### config.mk
export PLATFORM = sky130hd
export DESIGN_NAME = idct_x_da
export DESIGN_NICKNAME = d
export VERILOG_FILES = /design/src/rtl/idct_x_da.sv
export SDC_FILE = /design/constraint.sdc
export NUM_CORES = 1
export LEC_CHECK = 0
export BUFFER_PORTS_ARGS = -buffer_cell sky130_fd_sc_hd__buf_2
export CAP_MARGIN = 20
export CORE_MARGIN = 3
export CORE_UTILIZATION = 55
export CTS_CLUSTER_DIAMETER = 200
export CTS_CLUSTER_SIZE = 12
export DETAILED_ROUTE_END_ITERATION = 16
export PLACE_DENSITY = 0.86
export SYNTH_ARGS = -nofsm -noshare
export SYNTH_HDL_FRONTEND = slang
export SYNTH_SLANG_ARGS = --single-unit
### constraint.sdc
create_clock -name i_clk -period 14.2 [get_ports i_clk]
set_clock_uncertainty 0.15 [all_clocks]
set_input_delay 1.42 -clock i_clk [delete_from_list [all_inputs] [get_ports i_clk]]
set_output_delay 1.42 -clock i_clk [all_outputs]
set_load 0.1 [all_outputs]
### src/rtl/idct_x_da.sv
// idct_x_da: 8-point inverse DCT built around one multiply-accumulate.
// A block of eight signed coefficients is latched on accept. Each output
// sample is the sum of eight coefficient * weight products, taken one per
// cycle, then rounded, shifted down by the Q.12 weight scale and clamped
// to the signed output range. Samples leave one per output handshake.
module idct_x_da #(
  parameter int COEF_W = 18,
  parameter int ROM_W  = 14,
  parameter int ACC_W  = 36,
  parameter int OUT_W  = 8
) (
  input  logic              i_clk,
  input  logic              i_reset,
  input  logic              i_in_valid,
  output logic              o_in_ready,
  input  logic [COEF_W-1:0] i_coef0,
  input  logic [COEF_W-1:0] i_coef1,
  input  logic [COEF_W-1:0] i_coef2,
  input  logic [COEF_W-1:0] i_coef3,
  input  logic [COEF_W-1:0] i_coef4,
  input  logic [COEF_W-1:0] i_coef5,
  input  logic [COEF_W-1:0] i_coef6,
  input  logic [COEF_W-1:0] i_coef7,
  output logic              o_out_valid,
  input  logic              i_out_ready,
  output logic [OUT_W-1:0]  o_out_sample,
  output logic [2:0]        o_out_idx,
  output logic              o_out_last
);

  localparam int FRAC = 12;
  localparam int PW   = COEF_W + ROM_W;
  localparam logic signed [ACC_W-1:0] RND    = ACC_W'(1) <<< (FRAC - 1);
  localparam logic signed [ACC_W-1:0] SAT_HI = (ACC_W'(1) <<< (OUT_W - 1)) - ACC_W'(1);
  localparam logic signed [ACC_W-1:0] SAT_LO = ~SAT_HI;

  typedef enum logic [1:0] {S_IDLE, S_MAC, S_OUT} state_t;

  state_t                    r_state;
  logic signed [COEF_W-1:0]  r_coef [8];
  logic [2:0]                r_n;
  logic [2:0]                r_k;
  logic signed [ACC_W-1:0]   r_acc;
  logic                      r_out_valid;
  logic [OUT_W-1:0]          r_out_sample;
  logic [2:0]                r_out_idx;
  logic                      r_out_last;

  logic signed [ROM_W-1:0]   w_weight;
  logic signed [PW-1:0]      w_prod;
  logic signed [ACC_W-1:0]   w_acc_next;
  logic signed [ACC_W-1:0]   w_rnd;
  logic signed [ACC_W-1:0]   w_shift;
  logic [OUT_W-1:0]          w_sample;

  // Weight ROM, indexed {n,k}: round(4096 * a_k * cos((2n+1)k*pi/16)).
  always_comb begin
    w_weight = '0;
    case ({r_n, r_k})
      6'o00: w_weight = 14'sd1448;  6'o01: w_weight = 14'sd2009;  6'o02: w_weight = 14'sd1892;  6'o03: w_weight = 14'sd1703;
      6'o04: w_weight = 14'sd1448;  6'o05: w_weight = 14'sd1138;  6'o06: w_weight = 14'sd784;   6'o07: w_weight = 14'sd400;
      6'o10: w_weight = 14'sd1448;  6'o11: w_weight = 14'sd1703;  6'o12: w_weight = 14'sd784;   6'o13: w_weight = -14'sd400;
      6'o14: w_weight = -14'sd1448; 6'o15: w_weight = -14'sd2009; 6'o16: w_weight = -14'sd1892; 6'o17: w_weight = -14'sd1138;
      6'o20: w_weight = 14'sd1448;  6'o21: w_weight = 14'sd1138;  6'o22: w_weight = -14'sd784;  6'o23: w_weight = -14'sd2009;
      6'o24: w_weight = -14'sd1448; 6'o25: w_weight = 14'sd400;   6'o26: w_weight = 14'sd1892;  6'o27: w_weight = 14'sd1703;
      6'o30: w_weight = 14'sd1448;  6'o31: w_weight = 14'sd400;   6'o32: w_weight = -14'sd1892; 6'o33: w_weight = -14'sd1138;
      6'o34: w_weight = 14'sd1448;  6'o35: w_weight = 14'sd1703;  6'o36: w_weight = -14'sd784;  6'o37: w_weight = -14'sd2009;
      6'o40: w_weight = 14'sd1448;  6'o41: w_weight = -14'sd400;  6'o42: w_weight = -14'sd1892; 6'o43: w_weight = 14'sd1138;
      6'o44: w_weight = 14'sd1448;  6'o45: w_weight = -14'sd1703; 6'o46: w_weight = -14'sd784;  6'o47: w_weight = 14'sd2009;
      6'o50: w_weight = 14'sd1448;  6'o51: w_weight = -14'sd1138; 6'o52: w_weight = -14'sd784;  6'o53: w_weight = 14'sd2009;
      6'o54: w_weight = -14'sd1448; 6'o55: w_weight = -14'sd400;  6'o56: w_weight = 14'sd1892;  6'o57: w_weight = -14'sd1703;
      6'o60: w_weight = 14'sd1448;  6'o61: w_weight = -14'sd1703; 6'o62: w_weight = 14'sd784;   6'o63: w_weight = 14'sd400;
      6'o64: w_weight = -14'sd1448; 6'o65: w_weight = 14'sd2009;  6'o66: w_weight = -14'sd1892; 6'o67: w_weight = 14'sd1138;
      6'o70: w_weight = 14'sd1448;  6'o71: w_weight = -14'sd2009; 6'o72: w_weight = 14'sd1892;  6'o73: w_weight = -14'sd1703;
      6'o74: w_weight = 14'sd1448;  6'o75: w_weight = -14'sd1138; 6'o76: w_weight = 14'sd784;   6'o77: w_weight = -14'sd400;
      default: w_weight = '0;
    endcase
  end

  // Full-precision product, sign-extended into the accumulator, then the
  // round-half-up / floor shift that turns Q.12 back into sample units.
  assign w_prod     = r_coef[r_k] * w_weight;
  assign w_acc_next = r_acc + {{(ACC_W - PW){w_prod[PW-1]}}, w_prod};
  assign w_rnd      = w_acc_next + RND;
  assign w_shift    = w_rnd >>> FRAC;

  // Clamp the shifted sum to the signed output range.
  always_comb begin
    w_sample = w_shift[OUT_W-1:0];
    if (w_shift > SAT_HI) begin
      w_sample = SAT_HI[OUT_W-1:0];
    end else if (w_shift < SAT_LO) begin
      w_sample = SAT_LO[OUT_W-1:0];
    end
  end

  // Control FSM: accept a block, run 8 MAC cycles per sample, hold each
  // sample until the sink takes it.
  always_ff @(posedge i_clk) begin
    if (i_reset) begin
      r_state      <= S_IDLE;
      r_n          <= '0;
      r_k          <= '0;
      r_acc        <= '0;
      for (int i = 0; i < 8; i++) r_coef[i] <= '0;
      r_out_valid  <= 1'b0;
      r_out_sample <= '0;
      r_out_idx    <= '0;
      r_out_last   <= 1'b0;
    end else begin
      case (r_state)
        S_IDLE: begin
          if (i_in_valid) begin
            r_coef[0] <= i_coef0;
            r_coef[1] <= i_coef1;
            r_coef[2] <= i_coef2;
            r_coef[3] <= i_coef3;
            r_coef[4] <= i_coef4;
            r_coef[5] <= i_coef5;
            r_coef[6] <= i_coef6;
            r_coef[7] <= i_coef7;
            r_n       <= '0;
            r_k       <= '0;
            r_acc     <= '0;
            r_state   <= S_MAC;
          end
        end
        S_MAC: begin
          r_acc <= w_acc_next;
          r_k   <= r_k + 3'd1;
          if (r_k == 3'd7) begin
            r_out_sample <= w_sample;
            r_out_idx    <= r_n;
            r_out_last   <= (r_n == 3'd7);
            r_out_valid  <= 1'b1;
            r_state      <= S_OUT;
          end
        end
        S_OUT: begin
          if (i_out_ready) begin
            r_out_valid <= 1'b0;
            if (r_n == 3'd7) begin
              r_state <= S_IDLE;
            end else begin
              r_n     <= r_n + 3'd1;
              r_k     <= '0;
              r_acc   <= '0;
              r_state <= S_MAC;
            end
          end
        end
        default: r_state <= S_IDLE;
      endcase
    end
  end

  assign o_in_ready   = (r_state == S_IDLE);
  assign o_out_valid  = r_out_valid;
  assign o_out_sample = r_out_sample;
  assign o_out_idx    = r_out_idx;
  assign o_out_last   = r_out_last;

endmodule

==> results of run 1 <==
[how the worst max path moves through the flow]
stage	to	slack, ns	from
3_3_place_gp	o_out_sample[6]$_SDFFE_PP0P_	2.32	r_k[0]$_SDFFE_PP0P_
3_5_place_dp	o_out_sample[6]$_SDFFE_PP0P_	2.00	r_n[1]$_SDFFE_PP0P_
6_report	o_out_sample[6]$_SDFFE_PP0P_	1.81	r_k[0]$_SDFFE_PP0P_
5_1_grt	o_out_sample[6]$_SDFFE_PP0P_	0.94	r_k[0]$_SDFFE_PP0P_
4_1_cts	o_out_sample[6]$_SDFFE_PP0P_	1.96	r_k[0]$_SDFFE_PP0P_
2_1_floorplan	o_out_sample[6]$_SDFFE_PP0P_	2.86	flip-flop
[registers in the layout, indices dropped and copies added, names as in the netlist, named ones only]
register	flops
r_coef	144
r_acc	36
o_out_sample	8
o_out_idx	3
r_k	3
r_n	3
r_state	2
o_out_last	1
o_out_valid	1
[kinds of logic after synthesis]
family,synth area share
simple gates,0.174
buf+inv,0.0699
compound gates,0.123
fa+ha+maj,0.292
flops,0.251
mux,0.0639
xor+xnor,0.0260
[layer usage]
layer | up-vias | GRT usage | routed length [um]
met3 | 130 | 0.0430 | 4180
met4 | 0 | 0.0928 | 2040
met1 | 8648 | 0.338 | 21500
met5 | - | 0 | 0
met2 | 705 | 0.450 | 28400
li1 | 7891 | - | -
[per-stage QoR]
step	util	setup WS, ns
floorplan	-	2.86
global placement	0.597	2.32
detailed placement	0.597	2.00
CTS	0.611	1.96
global route	0.612	0.935
finish	0.612	1.81
[layout make-up]
cell class / instances / area share
inverters: 307 / 0.0481
multi-input cells: 1663 / 0.628
clock buffers: 24 / 0.0215
repair buffers: 187 / 0.0436
well taps: 518 / 0.0271
flip-flops and latches: 204 / 0.231
clock inverters: 1 / 0.000679
[placed cells by master (no fill, tap or decap), types with 44 or more instances in the layout]
| cell type | instances |
|---|---|
| buf_2 | 160 |
| and2_1 | 128 |
| fa_1 | 241 |
| nand2_1 | 151 |
| ha_1 | 130 |
| o21ai_0 | 50 |
| dfxtp_1 | 57 |
| edfxtp_1 | 144 |
| nor2b_1 | 53 |
| inv_1 | 306 |
| nor2_1 | 252 |
| xnor2_1 | 44 |
| a21oi_1 | 97 |
| mux4_2 | 44 |
[tightest hold or removal path: stages (launching register included)]
cell,delay (ns)
dfxtp_1,0.31
nand2_1,0.05
a21oi_1,0.05
==> results.py, run 1 <==
metrics = {
    "worst_hold_path": {
        "min_from": "o_out_idx[1]$_SDFFE_PP0P_",
        "worstHoldPathType": "reg2reg",
        "holdPathStages": 2,
        "holdPathEnd": "o_out_idx[1]$_SDFFE_PP0P_",
    },
    "sta": {
        "slew_violations": 0,
        "worstMarginPinSlew_ns": 1.05,
        "tns_ns": 0,
        "period_share": 0.872,
        "rsz0062_at_grt": "no",
        "hold_violations": 0,
        "clock.fmax_mhz": 80.7,
        "relSlewSlack": 0.283,
        "period_minus_slack_ns": 12.39,
        "setup_viol": 0,
        "holdWs_ns": 0.307,
    },
    "cts": {
        "cts_tree": "yes",
        "cts-root-buf": "clkbuf_16",
        "cts_resized": 0,
        "insertion_delay_ns": 0.54,
        "clock_path_buffers": 3,
        "cts_sinks": 204,
        "cts-htree-levels": 1,
        "postCtsHoldBufs": 0,
        "path_clk_slew_ns": 0.07,
        "cts_buffers": 20,
        "post_cts_buffers": 0,
    },
    "setup_path": {
        "cp_top_family": "adder cells",
        "endpoint_kind": "flip-flop",
        "path_buf_inv": 6,
        "worstSetupPathType": "reg2reg",
        "slowest_stage": "dfxtp_1",
        "cp.arrival_ns": 12.65,
        "crit_path_start_kind": "flip-flop",
        "reg2reg_to": "o_out_sample[6]$_SDFFE_PP0P_",
        "worst_r2r_path_depth": 40,
        "critPathMaxFanout": 18,
        "worstPathRequired_ns": 14.46,
        "r2r-start": "r_k[0]$_SDFFE_PP0P_",
        "worstSetupPathDepth": 40,
        "worst_path_largest_cell_delay_ns": 0.75,
        "r2r_slack_ns": 1.81,
    },
    "global_routing": {
        "antenna_found_initial": 0,
        "groute.usage.overall": 0.262,
        "grt_start_max_net_pins": 109,
        "overflow": 0,
        "grt_pass1_vias": 17600,
        "grt_pass1_wl_um": 89200,
    },
    "die": {
        "die_x_um": 206,
        "core_um2": 39100,
        "die_h_um": 206,
        "die-area_um2": 42500,
        "start_util": 0.564,
        "row_count": 72,
        "io_pins": 162,
    },
    "synth": {
        "syn_avg_cell_area_um2": 9.70,
        "yosysTopAreaCell": "fa_1",
        "yosysWarnings": 0,
        "async_flop_share": 0,
        "syn_nets": 2792,
        "synth_cell_types": 99,
        "synth_edf_count": 144,
        "yosysMostFrequentCell": "inv_1",
        "synth_commonest_cells": "inv_1 (306), nor2_1 (254), fa_1 (241)",
        "syn-cell-area_um2": 22100,
        "synth.ff_latch_count": 204,
        "yosys-top-cells-area": "fa_1 (22%), edfxtp_1 (20%), ha_1 (7.4%), dfxtp_1 (5.4%), inv_1 (5.2%)",
        "synth_ff_type": "edfxtp_1",
        "yosysTopAreaCellShare": 0.219,
        "netlist_instances": 2273,
        "synth_seq_area_share": 0.251,
    },
    "place": {
        "dpl.hpwl_um": 42400,
        "port_buffers": 161,
        "dpl_cell_area_um2": 23400,
        "dp_cells": 2876,
        "gp_congestion": 0.919,
    },
    "route": {
        "vias": 17400,
        "finalWirelength_um": 56100,
        "wire_per_inst_um": 19.3,
        "first_iter_violations": 1530,
        "firstDrtPassIters": 5,
        "final_antenna_net_count": 0,
        "vias_per_cell": 5.98,
        "drc": 0,
    },
    "cells_and_area": {
        "filler_cell_count": 3063,
        "seqCellArea_um2": 5530,
        "design_area_um2": 23900,
        "drive_gt1_frac": 0.140,
        "final_cells": 2904,
        "syn_to_final_growth_pct": 8.57,
        "multi_input_area_um2": 15000,
        "antenna_cells": 0,
        "final_nets": 2902,
    },
    "outcome": {
        "outcome": "completed",
    },
    "run": {
        "max_cap_viol_count": 0,
    },
}
Power of run 1 is not shown: default switching activity piles up to over one toggle a cycle in this logic, so the estimate is an artifact.
==> inputs of run 2 (changes only) <==
ABC_AREA = 1   (was not set)
SKIP_CTS_REPAIR_TIMING = 1   (was not set)
==> results.py, run 2 <==
metrics = {
    "synth": {
        "synth_mux_area_frac": 0,
        "synth_compound_area_frac": 0.0786,
        "synth-simple-area-share": 0.266,
        "synth_edf_count": 144,
        "yosysTopAreaCellShare": 0.208,
        "synth_xor_area_frac": 0.0139,
        "synth_top_family_by_area": "adder cells",
        "synth_ff_type": "edfxtp_1",
        "synth_seq_area_share": 0.238,
        "syn_nets": 3686,
        "synth_cell_types": 49,
        "yosysMostFrequentCell": "nand2_1",
        "synth_commonest_cells": "nand2_1 (836), inv_1 (667), nor2_1 (417)",
        "synth_fa_ha_area_frac": 0.278,
        "yosysWarnings": 0,
        "async_flop_share": 0,
        "netlist_instances": 3167,
        "yosys-top-cells-area": "fa_1 (21%), edfxtp_1 (19%), nand2_1 (14%), inv_1 (11%), ha_1 (7.0%)",
        "syn_avg_cell_area_um2": 7.32,
        "yosysTopAreaCell": "fa_1",
        "synth.ff_latch_count": 204,
        "syn-cell-area_um2": 23200,
    },
    "cells_and_area": {
        "filler_cell_count": 3509,
        "most-common-layout-cells": "nand2_1 (835), inv_1 (667), nor2_1 (416)",
        "final_nets": 3794,
        "top_register": "r_coef",
        "syn_to_final_growth_pct": 7.96,
        "antenna_cells": 0,
        "final_common_cell": "nand2_1",
        "drive_gt1_frac": 0.0888,
        "largest_reg_flops": 144,
        "final_cells": 3819,
        "post-route-util": 0.608,
    },
    "outcome": {
        "outcome": "completed",
    },
    "sta": {
        "rsz0062_at_grt": "no",
        "period_minus_slack_ns": 11.58,
        "setup_viol": 0,
        "layout_setup_ws_ns": 2.62,
        "relSlewSlack": 0.311,
        "tns_ns": 0,
        "hold_violations": 0,
        "worstMarginPinSlew_ns": 1.03,
        "period_share": 0.816,
        "slew_violations": 0,
        "clock.fmax_mhz": 86.3,
    },
    "cts": {
        "clock_path_buffers": 3,
        "path_clk_slew_ns": 0.08,
        "cts_sinks": 204,
        "cts-htree-levels": 1,
        "insertion_delay_ns": 0.53,
        "cts_tree": "yes",
        "cts-root-buf": "clkbuf_16",
        "cts_buffers": 20,
    },
    "setup_path": {
        "critPathMaxFanout": 31,
        "crit_top_cell": "nand3_1",
        "slowest_stage": "dfxtp_1",
        "cp.arrival_ns": 11.85,
        "crit_path_start_kind": "flip-flop",
        "endpoint_kind": "flip-flop",
        "worstSetupPathType": "reg2reg",
        "worst_path_largest_cell_delay_ns": 0.99,
        "worstPathRequired_ns": 14.47,
    },
    "place": {
        "place_ws_ns": 2.84,
        "dp_cells": 3784,
        "dpl.hpwl_um": 50200,
        "gp_congestion": 0.992,
        "port_buffers": 161,
    },
    "route": {
        "firstDrtPassIters": 8,
        "wire_per_inst_um": 17.1,
        "finalWirelength_um": 65300,
        "final_antenna_net_count": 0,
        "vias": 21000,
        "vias_per_cell": 5.49,
        "drc": 0,
        "first_iter_violations": 2390,
    },
    "global_routing": {
        "grt_start_max_net_pins": 88,
        "antenna_found_initial": 0,
        "groute.usage.overall": 0.295,
        "overflow": 0,
        "grt_pass1_wl_um": 105000,
        "grt_pass1_vias": 20600,
    },
    "die": {
        "die-area_um2": 44700,
        "start_util": 0.563,
        "die_x_um": 211,
        "io_pins": 162,
        "core_um2": 41200,
        "die_h_um": 211,
        "row_count": 74,
    },
    "worst_hold_path": {
        "worstHoldPathType": "reg2reg",
    },
    "run": {
        "max_cap_viol_count": 0,
    },
}
[run 2: metrics by stage]
stage	hold WS [ns]	area (um2)
6_report	0.320	25000
3_5_place_dp	0.310	24400
4_1_cts	0.322	25000
3_3_place_gp	0.304	24400
2_1_floorplan	0.295	23200
5_1_grt	0.339	25000
[run 2: logic make-up (layout without fill, tap and decap cells)]
| logic type | count (synthesis) | count (layout) |
|---|---|---|
| AOI/OAI and AO/OA | 301 | 301 |
| DFF | 204 | 204 |
| buffers and inverters | 772 | 892 |
| adders and majority gates | 371 | 371 |
| xor gates and xnor gates | 36 | 36 |
| and+or+nand+nor | 1483 | 1483 |
[run 2: cell type report]
| type | instances | area, um2 | area share |
|---|---|---|---|
| multi-input cells | 2191 | 14800 | 0.591 |
| flip-flops and latches | 204 | 5530 | 0.221 |
| inverters | 685 | 2570 | 0.103 |
| repair buffers | 173 | 916 | 0.0366 |
| well taps | 532 | 666 | 0.0266 |
| clock buffers | 33 | 549 | 0.0219 |
| clock inverters | 1 | 16.3 | 0.000650 |
[run 2: metal layers]
metal	vias to the layer above	part of all wire	global-route usage
li1	9895	-	-
met1	9745	0.40	0.391
met2	1068	0.46	0.482
met3	246	0.098	0.0571
met4	0	0.046	0.114
met5	-	0	0
[run 2: path summary, 6_finish.rpt]
kind | startpoint | end | slack [ns] | depth (start not counted)
setup / recovery | r_n[1]$_SDFFE_PP0P_ | o_out_sample[6]$_SDFFE_PP0P_ | 2.62 | 49
hold / removal | r_acc[13]$_SDFFE_PP0P_ | r_acc[13]$_SDFFE_PP0P_ | 0.32 | 2
setup reg to reg | r_n[1]$_SDFFE_PP0P_ | o_out_sample[6]$_SDFFE_PP0P_ | 2.62 | 49
hold reg to reg | r_acc[13]$_SDFFE_PP0P_ | r_acc[13]$_SDFFE_PP0P_ | 0.32 | 2
[run 2: worst max-delay path: cells and delay by family, from the launching register on]
family	cells	cell delay, ns
simple gates	21	2.77
buf+inv	8	1.55
fa+ha+maj	8	3.85
flops	1	0.99
compound gates	11	1.98
xor+xnor	1	0.16
Power of run 2 is left out for the same reason.
